--- config.mk ---
export PLATFORM = sky130hd
export DESIGN_NAME = spiker_result_sequencer
export DESIGN_NICKNAME = d
export VERILOG_FILES = /design/src/rtl/spiker_result_sequencer.sv
export SDC_FILE = /design/constraint.sdc
export NUM_CORES = 2
export LEC_CHECK = 0
export BUFFER_PORTS_ARGS = -buffer_cell sky130_fd_sc_hd__buf_4
export CAP_MARGIN = 10
export CORE_AREA = 5 5 314 316
export DETAILED_ROUTE_END_ITERATION = 10
export DIE_AREA = 0 0 319 321
export SYNTH_ARGS = -nofsm -noshare
export SYNTH_HDL_FRONTEND = slang
export SYNTH_SLANG_ARGS = --single-unit
--- constraint.sdc ---
create_clock -name clk_i -period 4.7 [get_ports clk_i]
set_input_delay 0.47 -clock clk_i [delete_from_list [all_inputs] [get_ports clk_i]]
set_output_delay 0.47 -clock clk_i [all_outputs]
set_load 0.005 [all_outputs]
--- src/rtl/spiker_result_sequencer.sv ---
// Sequences one spiker-core run: launches the core, waits for its result (with timeout),
// then streams the captured result into N_REG hw2reg words, one word per cycle.
module spiker_result_sequencer #(
  parameter int WIDTH      = 32,
  parameter int N_REG      = 24,
  parameter int DATA_WIDTH = 768,
  parameter int TIMEOUT    = 65535
) (
  input  logic                               clk_i,
  input  logic                               rst_ni,
  input  logic                               start_i,
  input  logic                               clr_done_i,
  output logic                               core_start_o,
  input  logic                               core_done_i,
  input  logic [DATA_WIDTH-1:0]              core_result_i,
  output logic                               wr_en_o,
  output logic [((N_REG > 1) ? $clog2(N_REG) : 1)-1:0] wr_idx_o,
  output logic [WIDTH-1:0]                   wr_data_o,
  output logic                               busy_o,
  output logic                               done_o,
  output logic                               error_o
);

  localparam int IW = (N_REG > 1) ? $clog2(N_REG) : 1;
  localparam int CW = $clog2(TIMEOUT + 1);
  localparam logic [CW-1:0] CNT_LAST = CW'(TIMEOUT - 1);
  localparam logic [IW-1:0] IDX_LAST = IW'(N_REG - 1);

  typedef enum logic [1:0] {
    S_IDLE   = 2'd0,
    S_LAUNCH = 2'd1,
    S_RUN    = 2'd2,
    S_WRITE  = 2'd3
  } state_e;

  state_e                  state_q, state_d;
  logic [CW-1:0]           cnt_q, cnt_d;
  logic [IW-1:0]           idx_q, idx_d;
  logic [IW-1:0]           idx_nxt;
  logic [DATA_WIDTH-1:0]   hold_q, hold_d;
  logic                    core_start_q, core_start_d;
  logic                    wr_en_q, wr_en_d;
  logic [IW-1:0]           wr_idx_q, wr_idx_d;
  logic [WIDTH-1:0]        wr_data_q, wr_data_d;
  logic                    busy_q, busy_d;
  logic                    done_q, done_d;
  logic                    error_q, error_d;

  // Next-state and registered-output computation; write outputs are pre-computed one cycle ahead.
  always_comb begin
    state_d      = state_q;
    cnt_d        = cnt_q;
    idx_d        = idx_q;
    hold_d       = hold_q;
    core_start_d = 1'b0;
    wr_en_d      = 1'b0;
    wr_idx_d     = {IW{1'b0}};
    wr_data_d    = {WIDTH{1'b0}};
    error_d      = error_q;
    idx_nxt      = idx_q + IW'(1);

    if (clr_done_i) begin
      done_d = 1'b0;
    end else begin
      done_d = done_q;
    end

    case (state_q)
      S_IDLE: begin
        if (start_i) begin
          state_d      = S_LAUNCH;
          core_start_d = 1'b1;
          done_d       = 1'b0;
          error_d      = 1'b0;
        end else begin
          state_d = S_IDLE;
        end
      end
      S_LAUNCH: begin
        cnt_d   = {CW{1'b0}};
        state_d = S_RUN;
      end
      S_RUN: begin
        // A completion on the timeout cycle still counts as success.
        if (core_done_i) begin
          hold_d    = core_result_i;
          idx_d     = {IW{1'b0}};
          state_d   = S_WRITE;
          wr_en_d   = 1'b1;
          wr_idx_d  = {IW{1'b0}};
          wr_data_d = core_result_i[WIDTH-1:0];
        end else if (cnt_q == CNT_LAST) begin
          error_d = 1'b1;
          state_d = S_IDLE;
        end else begin
          cnt_d = cnt_q + CW'(1);
        end
      end
      S_WRITE: begin
        if (idx_q == IDX_LAST) begin
          state_d = S_IDLE;
          done_d  = 1'b1;
        end else begin
          idx_d     = idx_nxt;
          wr_en_d   = 1'b1;
          wr_idx_d  = idx_nxt;
          wr_data_d = hold_q[int'(idx_nxt)*WIDTH +: WIDTH];
        end
      end
      default: begin
        state_d = S_IDLE;
      end
    endcase

    busy_d = (state_d != S_IDLE);
  end

  // State and output registers.
  always_ff @(posedge clk_i or negedge rst_ni) begin
    if (!rst_ni) begin
      state_q      <= S_IDLE;
      cnt_q        <= {CW{1'b0}};
      idx_q        <= {IW{1'b0}};
      hold_q       <= {DATA_WIDTH{1'b0}};
      core_start_q <= 1'b0;
      wr_en_q      <= 1'b0;
      wr_idx_q     <= {IW{1'b0}};
      wr_data_q    <= {WIDTH{1'b0}};
      busy_q       <= 1'b0;
      done_q       <= 1'b0;
      error_q      <= 1'b0;
    end else begin
      state_q      <= state_d;
      cnt_q        <= cnt_d;
      idx_q        <= idx_d;
      hold_q       <= hold_d;
      core_start_q <= core_start_d;
      wr_en_q      <= wr_en_d;
      wr_idx_q     <= wr_idx_d;
      wr_data_q    <= wr_data_d;
      busy_q       <= busy_d;
      done_q       <= done_d;
      error_q      <= error_d;
    end
  end

  assign core_start_o = core_start_q;
  assign wr_en_o      = wr_en_q;
  assign wr_idx_o     = wr_idx_q;
  assign wr_data_o    = wr_data_q;
  assign busy_o       = busy_q;
  assign done_o       = done_q;
  assign error_o      = error_q;

endmodule

==> summary.md <==
| Metric | Value |
|---|---|
| Worst VDD drop | `466 µV` |
| Distinct cells, synth | `47` |
| RD Place Congestion | `slightly below 0.9` |
| Tot Pwr | `between 30 and 40 mW` |
| Synth async-reset ratio | `100%` |
| Vias in the first global route | `about 32,000` |
| Largest fanout on the critical path | `18` |
| Filler cells | `roughly 9,000` |
| Reg area | `roughly 21,000 µm²` |
| Adder and majority gate portion of the synthesized area | `less than 1%` |
| Compound-cell area share of the yosys netlist | `under 10%` |
| Maxcap violations | `0` |
| Starting Density | `38.9%` |
| Post-synth top cells | `nand2_1, dfrtp_1, clkbuf_1, mux4_2, a21oi_1` |
| Placement Setup Slack | `1.51 ns` |
| Synthesized cell area | `between 30,000 and 40,000 µm²` |
| Status | `finished clean` |
| Worst EP required | `around 5.2 ns` |
| Via count | `around 31,000` |
| Nets | `~5,600` |
| Residual DRC | `0` |
| Multi-input gate area | `~15,000 µm²` |
| Post-CTS Setup Bufs | `0` |
| CP Launch Type | `register` |
| Die X | `around 320 µm` |
| CTS Buffer Depth | `3` |
| Post-DRT Antenna Nets | `0` |
| Die area | `roughly 100,000 µm²` |
| Clk_skew | `between 0.02 and 0.025 ns` |
| Total wire length | `between 150,000 and 200,000 µm` |
| IO Pins | `between 800 and 900` |
| Row count | `about 110` |
| Clock transition at path regs | `0.06 ns` |
| Worst min-delay path class | `in2reg` |
| CTS tree | `yes` |
| Simple-gate share of the synthesized area | `a little over a quarter` |
| Crit Path Class | `reg2reg` |
| GRT Overall Usage | `28.7%` |
| Final period util | `roughly 71%` |
| DRT iter0 DRCs | `between 3,000 and 4,000` |
| Setup-failing EPs final | `0` |
| Leak | `25.3 nW` |
| RSZ-0062 raised after global routing | `false` |
| Total grt overflow | `0` |
| Most used DFF post-synth | `dfrtp_1` |
| First-pass GRT wire length | `217,000 µm` |
| Most common cell in the synthesized netlist | `nand2_1` |
| WP data arrival | `3.84 ns` |
| Vias per std cell | `a little over 5` |
| Chip height | `roughly 320 µm` |
| Fin. Hold Viols | `0` |
| Post-synth top area share | `55.9%` |
| First-pass iteration count of the detailed router | `5` |
| Mapped Nets | `between 4,000 and 5,000` |
| Post-synth EDFFs | `0` |
| Largest family of logic cells by synthesized area | `simple AND/OR/NAND/NOR gates` |
| CTS sink cnt | `roughly 830` |
| Crit path capture type | `register` |
| PD cells | `about 650 nW/µm²` |
| Slew @ Worst Pin | `approximately 1.2 ns` |
| Share of layout cells above drive strength 1 | `about a quarter` |
| HPWL Detailed | `116,000 µm` |
| Post-layout min period | `approximately 3.3 ns` |
| Core area | `95,700 µm²` |
| Initial antenna violation count | `17` |
| Root buffer cell | `clkbuf_16` |
| Post-synthesis sequential area ratio | `between 50% and 60%` |
| Synth Warn # | `0` |
| Largest net degree at the start of global routing | `about 120` |
| Post-synthesis register bit count | `around 830` |
| Port Buffer Count | `814` |
| Worst slew margin | `between 20% and 30%` |
| Total negative setup slack | `0 ns` |
| WL/cell | `between 20 and 25 µm` |
| Max Clock Freq | `between 300 and 400 MHz` |
| Insertion delay to the later sink of the worst-skew pair | `roughly 0.63 ns` |
| Layout overhead on the synthesized area | `31.0%` |
| Worst setup margin | `around 1.4 ns` |
| CTS buffer count | `between 90 and 100` |
| H-tree depth | `3` |
| Max Slew Vio Count | `0` |
| Largest area contributor in the netlist | `dfrtp_1` |
| Mux contribution to synthesized area | `about an eighth` |
| Ranking of synthesized cells by area | `dfrtp_1, nand2_1, mux4_2` |
| Syn_area_per_cell | `around 9.3 µm²` |
| Mapped Cells | `between 3,000 and 4,000` |
| Synth Area in XOR/XNOR | `less than 1%` |
==> sequential cells by signal (all words and copies together), names as in the netlist, 2 cells and up <==
signal and count:
hold_q 768, cnt_q 16, wr_idx_o 5, state_q 2, wr_data_o 32, idx_q 5
==> layout by cell type, fill, tap and decap left out, types with 33 or more instances in the layout <==
cell type,n
nand2_1,2442
buf_4,855
dfrtp_1,832
mux4_2,192
dlygate4sd3_1,105
clkbuf_16,92
a21oi_1,65
mux2i_1,35
o21ai_1,35
or3_1,33
==> cell families after synthesis <==
kind of cell,count (synthesis)
simple gates,2540
xor+xnor,16
buf+inv,254
flops,833
compound gates,120
fa+ha+maj,7
mux,229
==> final timing paths <==
| path | startpoint | endpoint | slack [ns] | cells past startpoint |
|---|---|---|---|---|
| max | idx_q[0] | wr_data_o[20] | 1.37 | 6 |
| min | core_result_i[35] | hold_q[35] | 0.03 | 3 |
| max reg2reg | idx_q[0] | wr_data_o[20] | 1.37 | 6 |
| min reg2reg | hold_q[104] | hold_q[104] | 0.47 | 2 |
| max in group asynchronous | rst_ni | hold_q[696] | 2.88 | 4 |
| min in group asynchronous | rst_ni | hold_q[138] | 0.47 | 2 |
==> repair_timing <==
item | 4_1_cts | 5_1_grt
hold endpoints to repair | 143 | 0
hold buffers | 105 | 0
resized for setup | 0 | 0
==> worst max-delay path, cell delays in order (launching register included) <==
cell and delay, ns:
dfrtp_4 0.52, ha_4 0.22, xor2_4 0.91, buf_4 0.33
mux2i_1 0.75, o21ai_1 0.12, or3_1 0.34
==> metal layers <==
layer  track usage, %  vias to the layer above  share of wire (%)
li1                 -                    14400                  -
met1             37.9                    15600                 40
met2             47.7                     1268                 49
met3             5.84                      226                7.2
met4             9.99                       12                4.0
met5                0                        -              0.044
==> where the power goes <==
group,internal [mW],leakage (nW),switching (mW),total (mW)
logic,5.06,13.4,6.99,12.0
clock network,4.38,1.50,3.01,7.39
registers,10.4,10.5,2.02,12.4
total,19.8,25.3,12.0,31.8
==> layout make-up <==
| cell class | count | share of cell area, % |
|---|---|---|
| Multi-Input combinational cell | 2912 | 31.4 |
| Clock inverter | 35 | 0.958 |
| Inverter | 8 | 0.0615 |
| Timing Repair Buffer | 984 | 16.3 |
| Clock buffer | 129 | 5.29 |
| Tap cell | 1276 | 3.27 |
| Antenna cell | 7 | 0.0359 |
| Sequential cell | 833 | 42.7 |
==> per-stage QoR <==
step                      utilization [%]  instance area, µm²  hold slack (ns)  std cells
final                                51.0               48800           0.0327       6184
after CTS                            51.0               48800         0.000129       6177
after detailed placement             46.7               44700            0.457       5908
after floorplan                         -               37300            0.174       3999
after global placement               46.7               44700            0.453       5908
after global routing                 51.0               48800           0.0134       6179
No activity file was read; power rests on OpenSTA's default activity.
